===== src/rtl/hr_mux_ctrl_pkg.sv =====
// Shared types and constants for the half-rate mux feed controller.
// Holds the FSM state encoding, PRBS7 polynomial/seed and default patterns.
// No logic state of its own; helpers are pure functions.
package hr_mux_ctrl_pkg;

    typedef enum logic [1:0] {
        ST_IDLE  = 2'd0,
        ST_TRAIN = 2'd1,
        ST_PRBS  = 2'd2,
        ST_DATA  = 2'd3
    } state_e;

    // x^7 + x^6 + 1: feedback is bit6 ^ bit5 of the shift register
    localparam logic [6:0] PRBS7_TAPS = 7'h60;
    localparam logic [6:0] PRBS7_SEED = 7'h7F;

    localparam logic [3:0] DEF_IDLE_PAT    = 4'b0000;
    localparam logic [3:0] DEF_TRAIN_PAT   = 4'b0101;
    localparam int         DEF_TRAIN_WORDS = 64;
    localparam int         DEF_UFLOW_W     = 8;

    function automatic logic [6:0] prbs7_step(input logic [6:0] s);
        return {s[5:0], ^(s & PRBS7_TAPS)};
    endfunction

    // Serial bit k (taken from bit 6) lands on word bit k
    function automatic logic [3:0] prbs7_word(input logic [6:0] s);
        logic [6:0] t;
        logic [3:0] w;
        t = s;
        w = '0;
        for (int k = 0; k < 4; k++) begin
            w[k] = t[6];
            t    = prbs7_step(t);
        end
        return w;
    endfunction

    function automatic logic [6:0] prbs7_adv4(input logic [6:0] s);
        logic [6:0] t;
        t = s;
        for (int k = 0; k < 4; k++) begin
            t = prbs7_step(t);
        end
        return t;
    endfunction

endpackage


===== src/rtl/hr_mux_feed_ctrl_prbs7_par4.sv =====
// PRBS7 generator producing four serial bits per clock as a parallel word.
// Latency: word is combinational from the current LFSR state; state advances on adv.
// No backpressure: load reseeds (priority over adv), adv steps 4 bits.
module prbs7_par4
    import hr_mux_ctrl_pkg::*;
(
    input  logic       clk,
    input  logic       rst_n,
    input  logic       load,
    input  logic       adv,
    output logic [3:0] word
);

    logic [6:0] lfsr;

    always_ff @(posedge clk) begin
        if (!rst_n) begin
            lfsr <= PRBS7_SEED;
        end else if (load) begin
            lfsr <= PRBS7_SEED;
        end else if (adv) begin
            lfsr <= prbs7_adv4(lfsr);
        end
    end

    assign word = prbs7_word(lfsr);

endmodule


===== src/rtl/hr_mux_feed_ctrl.sv =====
// Source sequencer/arbiter for the 4-bit half-rate serializer feed; HR_MUX_ERR_INJ_EN adds error injection.
// Latency: the word selected in a cycle appears on dout_o one cycle later.
// Backpressure: data_ready_o is high only in DATA; a missing data_valid_i sends IDLE_PAT and counts an underflow.
module hr_mux_feed_ctrl
    import hr_mux_ctrl_pkg::*;
#(
    parameter int         TRAIN_WORDS = DEF_TRAIN_WORDS,
    parameter logic [3:0] IDLE_PAT    = DEF_IDLE_PAT,
    parameter logic [3:0] TRAIN_PAT   = DEF_TRAIN_PAT,
    parameter int         UFLOW_W     = DEF_UFLOW_W
) (
    input  logic               clk,
    input  logic               rst_n,
    input  logic               start_i,
    input  logic               stop_i,
    input  logic               sel_prbs_i,
    input  logic [3:0]         data_i,
    input  logic               data_valid_i,
    output logic               data_ready_o,
    output logic [3:0]         dout_o,
    output logic [1:0]         state_o,
    output logic               train_done_o,
`ifdef HR_MUX_ERR_INJ_EN
    input  logic               err_inj_i,
    input  logic [1:0]         err_bit_i,
    output logic [7:0]         err_inj_cnt_o,
`endif
    output logic [UFLOW_W-1:0] uflow_cnt_o
);

    localparam logic [15:0] TRAIN_LAST = 16'(TRAIN_WORDS - 1);

    state_e      state;
    state_e      state_nxt;
    logic [15:0] train_cnt;
    logic        train_last;
    logic [3:0]  word_sel;
    logic [3:0]  word_out;
    logic [3:0]  prbs_word;
    logic        prbs_load;
    logic        prbs_adv;
    logic        uflow_inc;
    logic        enter_train;

    // State register
    always_ff @(posedge clk) begin
        if (!rst_n) begin
            state <= ST_IDLE;
        end else begin
            state <= state_nxt;
        end
    end

    assign train_last = (state == ST_TRAIN) && (train_cnt == TRAIN_LAST);

    // Next-state logic; stop_i overrides every other transition
    always_comb begin
        state_nxt = state;
        if (stop_i) begin
            state_nxt = ST_IDLE;
        end else begin
            case (state)
                ST_IDLE:  if (start_i) state_nxt = ST_TRAIN;
                ST_TRAIN: if (train_last) state_nxt = sel_prbs_i ? ST_PRBS : ST_DATA;
                default:  state_nxt = state;
            endcase
        end
    end

    // Output/control decode
    always_comb begin
        word_sel     = IDLE_PAT;
        prbs_adv     = 1'b0;
        uflow_inc    = 1'b0;
        data_ready_o = 1'b0;
        case (state)
            ST_TRAIN: word_sel = TRAIN_PAT;
            ST_PRBS: begin
                word_sel = prbs_word;
                prbs_adv = 1'b1;
            end
            ST_DATA: begin
                data_ready_o = 1'b1;
                if (data_valid_i) begin
                    word_sel = data_i;
                end else begin
                    uflow_inc = 1'b1;
                end
            end
            default: word_sel = IDLE_PAT;
        endcase
        prbs_load   = (state != ST_PRBS) && (state_nxt == ST_PRBS);
        enter_train = (state != ST_TRAIN) && (state_nxt == ST_TRAIN);
    end

    prbs7_par4 u_prbs (
        .clk   (clk),
        .rst_n (rst_n),
        .load  (prbs_load),
        .adv   (prbs_adv),
        .word  (prbs_word)
    );

`ifdef HR_MUX_ERR_INJ_EN
    logic err_hit;

    assign err_hit  = err_inj_i && ((state == ST_PRBS) || (state == ST_DATA));
    assign word_out = err_hit ? (word_sel ^ (4'b0001 << err_bit_i)) : word_sel;

    always_ff @(posedge clk) begin
        if (!rst_n) begin
            err_inj_cnt_o <= '0;
        end else if (err_hit && (err_inj_cnt_o != 8'hFF)) begin
            err_inj_cnt_o <= err_inj_cnt_o + 8'd1;
        end
    end
`else
    assign word_out = word_sel;
`endif

    always_ff @(posedge clk) begin
        if (!rst_n) begin
            dout_o       <= IDLE_PAT;
            train_cnt    <= '0;
            train_done_o <= 1'b0;
            uflow_cnt_o  <= '0;
        end else begin
            dout_o       <= word_out;
            train_cnt    <= ((state == ST_TRAIN) && (state_nxt == ST_TRAIN)) ? train_cnt + 16'd1 : 16'd0;
            train_done_o <= train_last && !stop_i;
            if (enter_train) begin
                uflow_cnt_o <= '0;
            end else if (uflow_inc && (uflow_cnt_o != {UFLOW_W{1'b1}})) begin
                uflow_cnt_o <= uflow_cnt_o + UFLOW_W'(1);
            end
        end
    end

    assign state_o = state;

endmodule

===== config.mk =====
export PLATFORM = sky130hd
export DESIGN_NAME = hr_mux_feed_ctrl
export DESIGN_NICKNAME = d
export VERILOG_FILES = /design/src/rtl/hr_mux_ctrl_pkg.sv /design/src/rtl/hr_mux_feed_ctrl_prbs7_par4.sv /design/src/rtl/hr_mux_feed_ctrl.sv
export SDC_FILE = /design/constraint.sdc
export NUM_CORES = 1
export LEC_CHECK = 0
export ABC_AREA = 1
export CORE_ASPECT_RATIO = 1.1
export CORE_MARGIN = 2
export CORE_UTILIZATION = 49
export DETAILED_ROUTE_END_ITERATION = 10
export GPL_TIMING_DRIVEN = 0
export PLACE_DENSITY = 0.75
export SETUP_SLACK_MARGIN = 0.4
export SYNTH_ARGS = -nofsm -noshare
export SYNTH_HDL_FRONTEND = slang
export SYNTH_SLANG_ARGS = --single-unit

===== constraint.sdc =====
create_clock -name clk -period 1.8 [get_ports clk]
set_clock_uncertainty 0.2 [all_clocks]
set_input_delay 0.27 -clock clk [delete_from_list [all_inputs] [get_ports clk]]
set_output_delay 0.27 -clock clk [all_outputs]
set_load 0.05 [all_outputs]

==> results of run 1 <==
-- cell families after synthesis --
kind of cell / share of synthesized area [%]
AOI/OAI and AO/OA: 6.675
xor gates and xnor gates: 8.791
adders and majority gates: 1.322
buffers and inverters: 8.460
DFF: 40.19
and+or+nand+nor: 34.57
-- power by group --
part           internal (W)  switching [W]
combinational     0.0000373      0.0000496
clock              0.000312       0.000283
sequential         0.000835     0.00000191
total               0.00118       0.000335
-- final cells by class --
| cell class | count | area (µm²) |
|---|---|---|
| inverters | 36 | 148.9 |
| clock buffers | 8 | 90.09 |
| multi-input cells | 174 | 1169 |
| flip-flops and latches | 38 | 794.5 |
| plain buffers | 2 | 27.53 |
| fillers | 276 | 954.7 |
| well taps | 50 | 62.56 |
| repair buffers | 48 | 436.7 |
-- through the flow --
| step | total power (W) | hold WS (ns) | setup TNS, ns | area, µm² |
|---|---|---|---|---|
| finish | 0.001519 | 0.2914 | 0 | 2729 |
| global route | 0.001588 | 0.3266 | 0 | 2729 |
| CTS | 0.001532 | 0.2854 | 0 | 2530 |
| detailed placement | 0.0009310 | 0.2645 | -0.04010 | 2277 |
| global placement | 0.0009306 | 0.2587 | -0.02463 | 2277 |
| floorplan | 0.0008963 | 0.1486 | 0 | 1964 |
-- how the worst min path moves through the flow --
stage | end | start | slack, ns | cells after the start
floorplan | train_done_o | stop_i | 0.15 | 1
global route | u_prbs.lfsr[4] | u_prbs.lfsr[0] | 0.33 | 2
detailed placement | train_cnt[0] | train_cnt[0] | 0.26 | 1
finish | u_prbs.lfsr[4] | u_prbs.lfsr[0] | 0.29 | 2
global placement | train_cnt[0] | train_cnt[0] | 0.26 | 1
CTS | u_prbs.lfsr[4] | u_prbs.lfsr[0] | 0.29 | 2
-- timing repair --
item                                    CTS  global route
cloned                                    2             0
setup buffers                            16             6
pin swaps                                 8             7
endpoints found under the setup margin   48            42
hold buffers                              0             0
resized for setup                       106            41
-- registers in the layout, indices dropped and copies added (netlist names) --
name / flops
uflow_cnt_o: 8
u_prbs.lfsr: 7
state_o: 2
train_done_o: 1
dout_o: 4
train_cnt: 16
-- cell usage in the layout (no fill, tap or decap), drive strengths merged, types with 3 or more instances in the layout --
| cell type | Yosys | final |
|---|---|---|
| clkdlybuf4s50 | 0 | 9 |
| nand2 | 60 | 61 |
| o211ai | 3 | 3 |
| xor2 | 13 | 13 |
| nor2 | 41 | 41 |
| clkbuf | 0 | 9 |
| nand3 | 18 | 18 |
| nand4 | 4 | 4 |
| nor3 | 4 | 4 |
| buf | 2 | 40 |
| a21oi | 9 | 9 |
| dfxtp | 38 | 38 |
| xnor2 | 6 | 6 |
| inv | 36 | 35 |
| o21ai | 8 | 8 |
-- worst reg2reg max path, cell delays in order (launching register included) --
cell	delay, ns
dfxtp_4	0.36
ha_4	0.14
nand3_4	0.09
nor2_4	0.14
nand3_4	0.11
nand2_4	0.09
nor2_2	0.05
nand2_4	0.10
buf_6	0.12
buf_12	0.13
nor2_4	0.03
-- per-layer routing --
metal | up-vias | share of wire [%] | track usage, %
met1 | 807 | 44 | 23.61
met4 | 0 | 2.4 | 7.971
met2 | 39 | 49 | 33.22
li1 | 895 | - | -
met5 | - | 0 | 0
met3 | 11 | 4.4 | 6.331
==> impl_results.md, run 1 <==
* Final worst setup slack at 0.1291 ns
* Net Count, Synth at 261
* Port bufs at 25
* EDFF count, synth at 0
* Min-Delay Path Class: register to register
* Initial core utilization at 51.39%
* Clock transition at the registers of the reported paths at 0.07 ns
* GR Util All Layers at 19.89%
* Synth cell types at 25
* Avg Inst Size Synth at 7.603 µm²
* TritonCTS Buffers at 5
* R2r worst-path depth at 10
* Slew HR at 71.45%
* Slew @ Worst Pin at 0.4272 ns
* CP max FO at 5
* CTS Sinks at 38
* Layout net count at 317
* CP Capture Point: train_cnt[8]
* Fraction of layout cells with a size suffix above 1 at 36.60%
* CTS Buffer Depth at 2
* Diodes inserted at 0
* Status: completed
* R2R Path End: train_cnt[8]
* CP Data Required Time at 1.78 ns
* Final Instance Count excl. Fillers at 356
* Crit path from: train_cnt[0]
* Final ANT Viol Nets at 0
* Setup-failing EPs final at 0
* MaxCap Viol Count at 0
* Die width at 63.27 µm
* Post-Syn Area at 0.001893 mm²
* Vias per cell at 4.921
* CP top delay family: simple AND/OR/NAND/NOR gates
* Number of synthesis warnings at 0
* Total global routing overflow at 0
* Count leader, synth: nand2_1
* R2r setup slk at 0.13 ns
* Sequential area share after synthesis at 40.19%
* Die Span Y at 69.19 µm
* Yosys top cell by area: dfxtp_1
* Total Wirelength at 4301 µm
* Global-route wire length before repair at 6934 µm
* Syn Inst Count at 249
* Critical path class: register to register
* Worst r2r src: train_cnt[0]
* CP max stage cell: dfxtp_4
* Peak Freq at 598.5 MHz
* DRT iter0 DRCs at 86
* Pwr dens at 556.8 mW/mm²
* Crit-path cells: ha_4 -> nand3_4 -> nor2_4 -> nand3_4 -> nand2_4 -> nor2_2 -> nand2_4 -> buf_6 -> buf_12 -> nor2_4
* Unrepaired setup endpoints after global routing: true
* Crit share post-route at 92.83%
* Slowest stage delay, CP at 0.36 ns
* CORE AREA at 0.003684 mm²
* Top cells by count, synth: nand2_1, dfxtp_1, inv_1
* Post-DP HPWL at 2599 µm
* Area grow syn2layout at 44.15%
* CTS H-Tree Depth at 2
* Skew-Pair Late Insertion Delay at 0.29 ns
* Crit. path cell count at 10
* # IOs at 26
* WL/cell at 12.08 µm
* Max Slew Vio Count at 0
* Routability cong. at 0.8635
* Final Hold Viols at 0
* CTS tree: yes
* Startpoint Class: register
* WP buf/inv at 2
* Pleak at 1.104 nW
* Drc violations at 0
* Worst vdd ir at 0.0005398 V
* Number of synthesized register bits at 38
* Number of global-route vias before repair at 1643
* FFs w/ async S/R, synth at 0%
* Die area at 0.004377 mm²
* Worst slack at placement at -0.03632 ns
* Crit path DAT at 1.65 ns
* Clock root buffer: clkbuf_8
* Largest net degree at the start of global routing at 12
* CP Capture Type: register
* Site Rows at 23
* Dpl cells at 324
* Top post-synthesis cells by area: dfxtp_1, nand2_1, nor2_4
* Post-route minimum period at 1.671 ns
* Final Util at 74.08%
* Antenna violations before repair at 0
* Via count at 1752
* Top cell type's share of synthesized area at 40.19%
* Most used flip-flop cell after synthesis: dfxtp_1
* DRT Pass-1 Iters at 4
(Power assumes the default switching activity.)
==> inputs of run 2 (changes only) <==
--- a/config.mk
+++ b/config.mk
@@ -6,13 +6,13 @@
 export NUM_CORES = 1
 export LEC_CHECK = 0
 export ABC_AREA = 1
+export CAP_MARGIN = 20
 export CORE_ASPECT_RATIO = 1.1
 export CORE_MARGIN = 2
 export CORE_UTILIZATION = 49
 export DETAILED_ROUTE_END_ITERATION = 10
-export GPL_TIMING_DRIVEN = 0
 export PLACE_DENSITY = 0.75
-export SETUP_SLACK_MARGIN = 0.4
+export SETUP_SLACK_MARGIN = 0.2
 export SYNTH_ARGS = -nofsm -noshare
 export SYNTH_HDL_FRONTEND = slang
 export SYNTH_SLANG_ARGS = --single-unit
==> impl_results.md, run 2 (synthesis gave the netlist of run 1 again) <==
* Initial core utilization at 51.39% (unchanged)
* CP max FO at 8 (+3)
* Most common cell after layout, fill and taps aside: nand2_1
* Most frequent cells in the layout: nand2_1, buf_4, inv_1
* Crit path DAT at 1.62 ns (-0.03 ns)
* CORE AREA at 0.003684 mm² (unchanged)
* Antenna violations before repair at 0 (unchanged)
* Max Slew Vio Count at 0 (unchanged)
* Fraction of layout cells with a size suffix above 1 at 29.77% (-6.8 points)
* Worst vdd ir at 0.0003688 V (-32%)
* DRT Pass-1 Iters at 4 (unchanged)
* CP max stage cell: dfxtp_4
* Die width at 63.27 µm (unchanged)
* CP top delay family: simple AND/OR/NAND/NOR gates
* Clock transition at the registers of the reported paths at 0.08 ns (about the same)
* GR Util met2 at 31.80% (-1.4 points)
* Die area at 0.004377 mm² (unchanged)
* Skew-Pair Late Insertion Delay at 0.30 ns (about the same)
* GR Util met1 at 22.50% (-1.1 points)
* Flip-flop count of the largest register after layout at 16 (unchanged)
* Routability cong. at 0.8762 (+1.5%)
* DRT iter0 DRCs at 110 (+28%)
* Port bufs at 25 (unchanged)
* Site Rows at 23 (unchanged)
* Setup TNS at 0 ns (unchanged)
* Filler instances at 313 (+13%)
* Pleak at 0.9794 nW (-11%)
* Pwr dens at 643.1 mW/mm² (+15%)
* CTS Buffer Depth at 2 (unchanged)
* Final Hold Viols at 0 (unchanged)
* Status: completed
* Critical path class: register to register
* Die Span Y at 69.19 µm (unchanged)
* Global-route wire length before repair at 6617 µm (-4.6%)
* Number of global-route vias before repair at 1554 (-5.4%)
* Slowest stage delay, CP at 0.38 ns (+0.02 ns)
* Startpoint Class: register
* Area grow syn2layout at 34.30%
* CTS Sinks at 38 (unchanged)
* GR Util All Layers at 19.04% (-0.85 points)
* GRT Max-Usage Layer: met2
* Drc violations at 0 (unchanged)
* # IOs at 26 (unchanged)
* Diodes inserted at 0 (unchanged)
* Vias per cell at 4.774 (-3.0%)
* Total global routing overflow at 0 (unchanged)
* CP Data Required Time at 1.78 ns (about the same)
* Crit share post-route at 90.91% (-1.9 points)
* WL/cell at 11.64 µm (-3.7%)
* Cell Area, Placed at 0.002266 mm² (-0.49%)
* Crit-path cells: inv_4 -> nor2_4 -> nand2_1 -> nor2_2 -> nand3_4 -> nand2_4 -> nor2_4 -> nand2_8 -> nor2_4
* Setup-failing EPs final at 0 (unchanged)
* Largest regs: train_cnt (16), uflow_cnt_o (8), u_prbs.lfsr (7)
* Via count at 1666 (-4.9%)
* CTS Hold Bufs at 0 (unchanged)
* Biggest register: train_cnt
* Crit path top cell by count: nor2_4
* Largest net degree at the start of global routing at 13 (+1)
* Unrepaired setup endpoints after global routing: true
* Clock root buffer: clkbuf_8
* Fin area at 0.002542 mm² (-6.8%)
* Peak Freq at 611.1 MHz (+2.1%)
* Slew HR at 79.18% (+7.7 points)
* Final Instance Count excl. Fillers at 349 (-2.0%)
* Final ANT Viol Nets at 0 (unchanged)
* CTS H-Tree Depth at 2 (unchanged)
* Post-DP HPWL at 2698 µm (+3.8%)
* Layout net count at 310 (-2.2%)
* Total Wirelength at 4062 µm (-5.6%)
* CTS tree: yes
* Met3 Resource Use GR at 5.519% (-0.81 points)
* Min-Delay Path Class: register to register
* Slew @ Worst Pin at 0.3115 ns (-0.1156 ns)
* WP buf/inv at 1 (-1)
* TritonCTS Buffers at 5 (unchanged)
* Post-route minimum period at 1.636 ns (-0.03465 ns)
* CP Capture Type: register
* MaxCap Viol Count at 0 (unchanged)
* Dpl cells at 330 (+1.9%)
==> run 2: cell types whose count changed in the layout (fill, tap and decap cells not counted), sizes merged <==
| cell | delta |
|---|---|
| buf | -6 |
| bufinv | +1 |
| clkbuf | -4 |
| clkinv | +2 |
| clkinvlp | -1 |
| inv | +1 |
==> run 2: worst paths after layout <==
check | start | endpoint | slack [ns] | cells after the start
max | state_o[0] | train_cnt[7] | 0.16 | 9
min | uflow_cnt_o[5] | uflow_cnt_o[5] | 0.30 | 2
max reg2reg | state_o[0] | train_cnt[7] | 0.16 | 9
min reg2reg | uflow_cnt_o[5] | uflow_cnt_o[5] | 0.30 | 2
==> run 2: where the power goes <==
group / leakage (nW) / internal (W) / switching, W
Sequential: 0.313 / 0.000839 / 0.00000271
Clock: 0.0579 / 0.000408 / 0.000296
Combinational: 0.608 / 0.0000367 / 0.0000524
Total: 0.979 / 0.00128 / 0.000352
==> run 2: tightest hold or removal path: cells and delay by family, from the launching register on <==
| family | cells | cell delay, ns |
|---|---|---|
| flops | 1 | 0.35 |
| compound gates | 1 | 0.05 |
| simple gates | 1 | 0.06 |
==> run 2: layer usage <==
metal | up-vias | share of wire (%)
li1 | 881 | -
met1 | 733 | 45
met2 | 43 | 47
met3 | 9 | 4.9
met4 | 0 | 2.3
met5 | - | 0
==> run 2: per-stage QoR <==
stage	worst slack, ns	util (%)	total power, W	hold WS [ns]
detailed placement	-0.002767	61.51	0.0009326	0.2801
CTS	0.1778	65.93	0.001639	0.2931
finish	0.1637	69.02	0.001635	0.3015
global route	0.1282	69.02	0.001686	0.3243
floorplan	0.1979	-	0.0008966	0.1486
global placement	0.02046	61.51	0.0009323	0.2706
==> run 2: what timing repair did <==
action                     in CTS  in global routing
pin swaps                       3                 10
resized for setup               5                 16
buffers inserted                2                  8
setup endpoints to repair      23                 30
cloned                          1                  0
==> run 2: layout make-up <==
class	count	area [µm²]	area share, %
multi-input cells	174	1091	42.91
flip-flops and latches	38	782.0	30.76
repair buffers	43	357.8	14.07
inverters	36	140.1	5.512
clock buffers	5	68.82	2.707
well taps	50	62.56	2.461
clock inverters	3	40.04	1.575
==> inputs of run 3 (changes only) <==
--- a/config.mk
+++ b/config.mk
@@ -11,7 +11,7 @@
 export CORE_MARGIN = 2
 export CORE_UTILIZATION = 49
 export DETAILED_ROUTE_END_ITERATION = 10
-export PLACE_DENSITY = 0.75
+export PLACE_DENSITY = 0.82
 export SETUP_SLACK_MARGIN = 0.2
 export SYNTH_ARGS = -nofsm -noshare
 export SYNTH_HDL_FRONTEND = slang
==> impl_results.md, run 3 (synthesis gave the netlist of run 1 again) <==
* Setup-failing EPs final at 0 (unchanged)
* CTS Buffer Depth at 2 (unchanged)
* Final worst setup slack at 0.2217 ns (+0.05804 ns)
* CTS Sinks at 38 (unchanged)
* CORE AREA at 0.003684 mm² (unchanged)
* Post-DP HPWL at 2511 µm (-6.9%)
* Site Rows at 23 (unchanged)
* Final ANT Viol Nets at 0 (unchanged)
* R2r setup slk at 0.22 ns (+0.06 ns)
* WL/cell at 11.45 µm (-1.6%)
* Skew-Pair Late Insertion Delay at 0.29 ns (about the same)
* Port bufs at 25 (unchanged)
* Max Slew Vio Count at 0 (unchanged)
* TritonCTS Buffers at 5 (unchanged)
* Final Instance Count excl. Fillers at 349 (unchanged)
* Total Wirelength at 3996 µm (-1.6%)
* Pwr dens at 572.7 mW/mm² (-11%)
* # IOs at 26 (unchanged)
* Largest net degree at the start of global routing at 12 (-1)
* Min-Delay Path Class: register to register
* Peak Freq at 633.6 MHz (+3.7%)
* Crit-path cells: ha_4 -> nand3_4 -> nor2_4 -> nand3_4 -> nand2_4 -> nor2_4 -> nand2_8 -> nor2_4
* Largest regs: train_cnt (16), uflow_cnt_o (8), u_prbs.lfsr (7)
* WP buf/inv at 0 (-1)
* Setup TNS at 0 ns (unchanged)
* MaxCap Viol Count at 0 (unchanged)
* Register area at 785.8 µm² (+0.48%)
* Biggest register: train_cnt
* Via count at 1688 (+1.3%)
* Total global routing overflow at 0 (unchanged)
* Layout net count at 310 (unchanged)
* Internal power component at 0.001142 W (-11%)
* CTS H-Tree Depth at 2 (unchanged)
* Post-route minimum period at 1.578 ns (-0.05804 ns)
* Die area at 0.004377 mm² (unchanged)
* Number of global-route vias before repair at 1509 (-2.9%)
* Antenna violations before repair at 0 (unchanged)
* Most frequent cells in the layout: nand2_1, buf_4, inv_1
* Clock root buffer: clkbuf_8
* DRT Pass-1 Iters at 5 (+1)
* DRT iter0 DRCs at 126 (+15%)
* CP Capture Type: register
* CP top delay family: simple AND/OR/NAND/NOR gates
* Fraction of layout cells with a size suffix above 1 at 33.11% (+3.3 points)
* Unrepaired setup endpoints after global routing: true
* CTS tree: yes
* Slew @ Worst Pin at 0.4590 ns (+0.1475 ns)
* Global-route wire length before repair at 6175 µm (-6.7%)
* Part of the power in registers at 56.9% (+5.4 points)
* Initial core utilization at 51.39% (unchanged)
* Vias per cell at 4.837 (+1.3%)
* Drc violations at 0 (unchanged)
* Die width at 63.27 µm (unchanged)
* Startpoint Class: register
* Crit path DAT at 1.61 ns (about the same)
* Clk pwr share at 37.1% (-6.0 points)
* Crit share post-route at 87.68% (-3.2 points)
* Clock transition at the registers of the reported paths at 0.07 ns (about the same)
* Psw at 0.0003361 W (-4.4%)
* Routability cong. at 0.8265 (-5.7%)
* GR Util All Layers at 17.83% (-1.2 points)
* CP max stage cell: dfxtp_2
* Crit path top cell by count: nor2_4
* Pleak at 0.9682 nW (-1.2%)
* Diodes inserted at 0 (unchanged)
* Flip-flop count of the largest register after layout at 16 (unchanged)
* Critical path class: register to register
* Filler instances at 292 (-6.7%)
* Switching Fraction at 22.74% (+1.2 points)
* Die Span Y at 69.19 µm (unchanged)
* Status: completed
* Worst slack at placement at -0.04404 ns (-0.04127 ns)
* CP Data Required Time at 1.83 ns (+0.05 ns)
* Final Hold Viols at 0 (unchanged)
* Most common cell after layout, fill and taps aside: nand2_1
* Area of the multi-input gates at 0.001150 mm² (+5.4%)
* Comb pwr share at 6.0% (+0.6 points)
* Slew HR at 69.37% (-9.8 points)
* Worst vdd ir at 0.0004032 V (+9.3%)
* Dpl cells at 328 (-0.61%)
* CP max FO at 8 (unchanged)
* Slowest stage delay, CP at 0.34 ns (-0.04 ns)
* Area grow syn2layout at 36.35%
[run 3: changes by cell type in the layout (fill, tap and decap cells not counted), moves of 2 or more]
cell	change
nand2_1	-2
nand3_1	-2
nor2_1	-4
nor2_2	+2
nor2_4	+2
nor3_1	-3
nor3_2	+3
[run 3: stage by stage]
stage	hold slack (ns)	cell area, µm²	utilization, %	power (W)
3_5_place_dp	0.2849	2251	61.11	0.0009318
4_1_cts	0.2961	2397	65.08	0.001487
5_1_grt	0.3185	2581	70.07	0.001534
6_report	0.2934	2581	70.07	0.001478
2_1_floorplan	0.1486	1946	-	0.0008966
3_3_place_gp	0.2753	2251	61.11	0.0009316
[run 3: timing repair]
action	4_1_cts	5_1_grt
setup buffers	3	9
pin swaps	9	15
hold endpoints to repair	0	0
setup endpoints to repair	23	30
cloned	1	0
hold buffers	0	0
gates resized for setup	6	33
[run 3: per-layer routing]
layer	vias up	part of all wire (%)	track usage, %
met5	-	0	0
met4	0	2.2	8.696
met3	9	5.5	5.357
met2	41	47	29.08
met1	759	45	21.32
li1	879	-	-
[run 3: final cells by class]
type / instances / area share, %
inverters: 36 / 5.429
repair buffers: 43 / 14.01
clock buffers: 6 / 2.811
multi-input cells: 174 / 44.55
clock inverters: 2 / 0.3393
well taps: 50 / 2.424
flip-flops and latches: 38 / 30.44
[run 3: path summary, 6_finish.rpt]
path / endpoint / cells after the start / from
hold / removal: uflow_cnt_o[4] / 2 / uflow_cnt_o[4]
setup / recovery: train_cnt[2] / 8 / train_cnt[0]
hold reg to reg: uflow_cnt_o[4] / 2 / uflow_cnt_o[4]
setup reg to reg: train_cnt[2] / 8 / train_cnt[0]
[run 3: power groups by stage]
| stage | sequential [W] | clock (W) | combinational [W] |
|---|---|---|---|
| detailed placement | 0.000861 | 0 | 0.0000707 |
| global route | 0.000840 | 0.000597 | 0.0000964 |
| finish | 0.000840 | 0.000548 | 0.0000894 |
| floorplan | 0.000870 | 0 | 0.0000261 |
| global placement | 0.000861 | 0 | 0.0000705 |
| CTS | 0.000842 | 0.000565 | 0.0000800 |
[run 3: worst min-delay path: cells and delay by family, from the launching register on]
family	cells	cell delay, ns
AO/OA/AOI/OAI	1	0.05
AND/OR/NAND/NOR	1	0.06
flip-flops	1	0.34
==> RTL change: new RTL, config.mk and constraints of run 2 <==
The option `HR_MUX_ERR_INJ_EN` is turned on by a define.
--- a/src/rtl/hr_mux_feed_ctrl.sv
+++ b/src/rtl/hr_mux_feed_ctrl.sv
@@ -2,4 +2,6 @@
 // Latency: the word selected in a cycle appears on dout_o one cycle later.
 // Backpressure: data_ready_o is high only in DATA; a missing data_valid_i sends IDLE_PAT and counts an underflow.
+`define HR_MUX_ERR_INJ_EN
+
 module hr_mux_feed_ctrl
     import hr_mux_ctrl_pkg::*;
Interface: changed (added err_bit_i, err_inj_cnt_o and err_inj_i); port bits go from 26 to 37. No check against the original RTL was run, so the function may have changed too.
==> RTL change against run 2 <==
First-iteration DRC count fell by 12%; final area rose by 20%; cell count rose by 24%; worst setup slack improved by 0.058 ns; area after synthesis rose by 21%; sequential share of layout area rose by 0.82 points; utilization fell by 2.3 points; sequential cell count rose by 8; routed wire length rose by 20%; critical path depth fell by 1; total power rose by 12%; combinational power rose by 9.0%.
==> RTL change: results (changes against run 2) <==
[run_status]
status=finished clean

[placed_design]
dp_hpwl_um=3390  ; +26%
dp.cells=415  ; +26%
gp_congestion=0.792  ; -9.6%
post_dp_cell_area_um2=2730  ; +20%
numPortBuffers=36  ; +44%

[detailed_routing]
drt_iter0_drc=97  ; -12%
wl_per_cell_um=11.2  ; -3.4%
viasPerCell=4.91  ; +2.9%

[hold_path]
whs_endpoint=train_cnt[0]
holdCritStartpoint=train_cnt[0]

[global_routing]
first_global_vias=1801  ; +16%
track_usage=0.184  ; -0.00667
grt_pass1_wl_um=7800  ; +18%

[setup_path]
ff2ff_setup_slack_ns=0.22  ; +0.06 ns
r2r_start=train_cnt[0]
reg2reg_to=train_cnt[9]
reg2reg_depth=8  ; -1

[pwr]
p_leak_nw=1.27  ; +29%
ir_drop_v=0.000399  ; +8.3%

[sta]
relSlewSlack=0.761  ; -0.0313
fin_hold_ws_ns=0.242  ; -0.0599 ns

[cells_and_area]
final_cells=433  ; +24%
nets=392  ; +26%
top_regs=train_cnt: 16 flops, err_inj_cnt_o: 8 flops, uflow_cnt_o: 8 flops
drive_gt1_frac=0.297  ; -0.000577

[logic_synthesis]
synth_top_cells_by_area=dfxtp_1 40%, nand2_1 12%, nor2_1 6.7%
avgSynthCellArea_um2=7.15  ; -6.0%
synth_fp_nets=336  ; +29%
synthAdderAreaFrac=0.0164  ; +0.00319
synth-compound-area-share=0.0897  ; +0.0230
synthTopCellsByCount=75 x nand2_1, 46 x dfxtp_1, 41 x nor2_1, 39 x inv_1, 15 x a21oi_1

## RTL change: changes by cell type after synthesis, moves of 5 or more
cell	delta
a21oi_1	+6
dfxtp_1	+8
inv_1	+5
nand2_1	+19
nor2_1	+15
nor2_2	+11
nor2_4	-9
nor3_1	+6
o21ai_0	+6
## RTL change: worst max path at each step
stage / from / endpoint / slack [ns] / depth (start not counted)
floorplan: err_inj_cnt_o[6] / err_inj_cnt_o[7] / 0.20 / 7
global placement: err_inj_i / err_inj_cnt_o[1] / 0.08 / 7
detailed placement: err_inj_i / err_inj_cnt_o[1] / 0.07 / 7
CTS: train_cnt[0] / train_cnt[12] / 0.21 / 7
global route: train_cnt[0] / train_cnt[12] / 0.15 / 8
finish: train_cnt[0] / train_cnt[9] / 0.22 / 8
## RTL change: metal layers
metal	global-route usage	part of all wire
met4	0.0588	0.0064
met3	0.0516	0.051
met1	0.223	0.47
met5	0	0
met2	0.323	0.47
## RTL change: cell type report
type	count	area, um2
inverter	42	161
tap	56	70.1
fill	406	1520
timing repair buffer	52	433
multi-input combinational	229	1310
sequential	46	960
clock buffer	8	110
## RTL change: what timing repair did
action | CTS | global route
pin swaps | 3 | 9
hold buffers | 0 | 0
setup buffers | 2 | 7
gates resized for setup | 12 | 19
endpoints found under the setup margin | 30 | 36
gates cloned | 0 | 1
## RTL change: metrics by stage
step	util	setup slack [ns]
floorplan	-	0.199
global placement	0.599	0.0834
detailed placement	0.599	0.0716
CTS	0.639	0.207
global route	0.667	0.153
finish	0.667	0.222
## RTL change: kinds of logic (layout without fill, tap and decap cells)
family,count (synthesis),in the layout
compound gates,37,37
xor+xnor,17,17
fa+ha+maj,3,3
buf+inv,46,102
flops,46,46
simple gates,171,172
## RTL change: worst max-delay path: stages (launching register included)
cell,delay (ns)
dfxtp_4,0.36
ha_4,0.16
nand3_4,0.11
nor2_4,0.06
nand3_4,0.10
nand2_4,0.06
nor2_4,0.18
nand2_4,0.15
nor2_2,0.13
## RTL change: report_power, final
part | switching [mW] | total (mW) | internal [mW]
Combinational | 0.0547 | 0.0971 | 0.0424
Sequential | 0.00280 | 1.01 | 1.01
Clock | 0.337 | 0.725 | 0.388
Total | 0.395 | 1.83 | 1.44
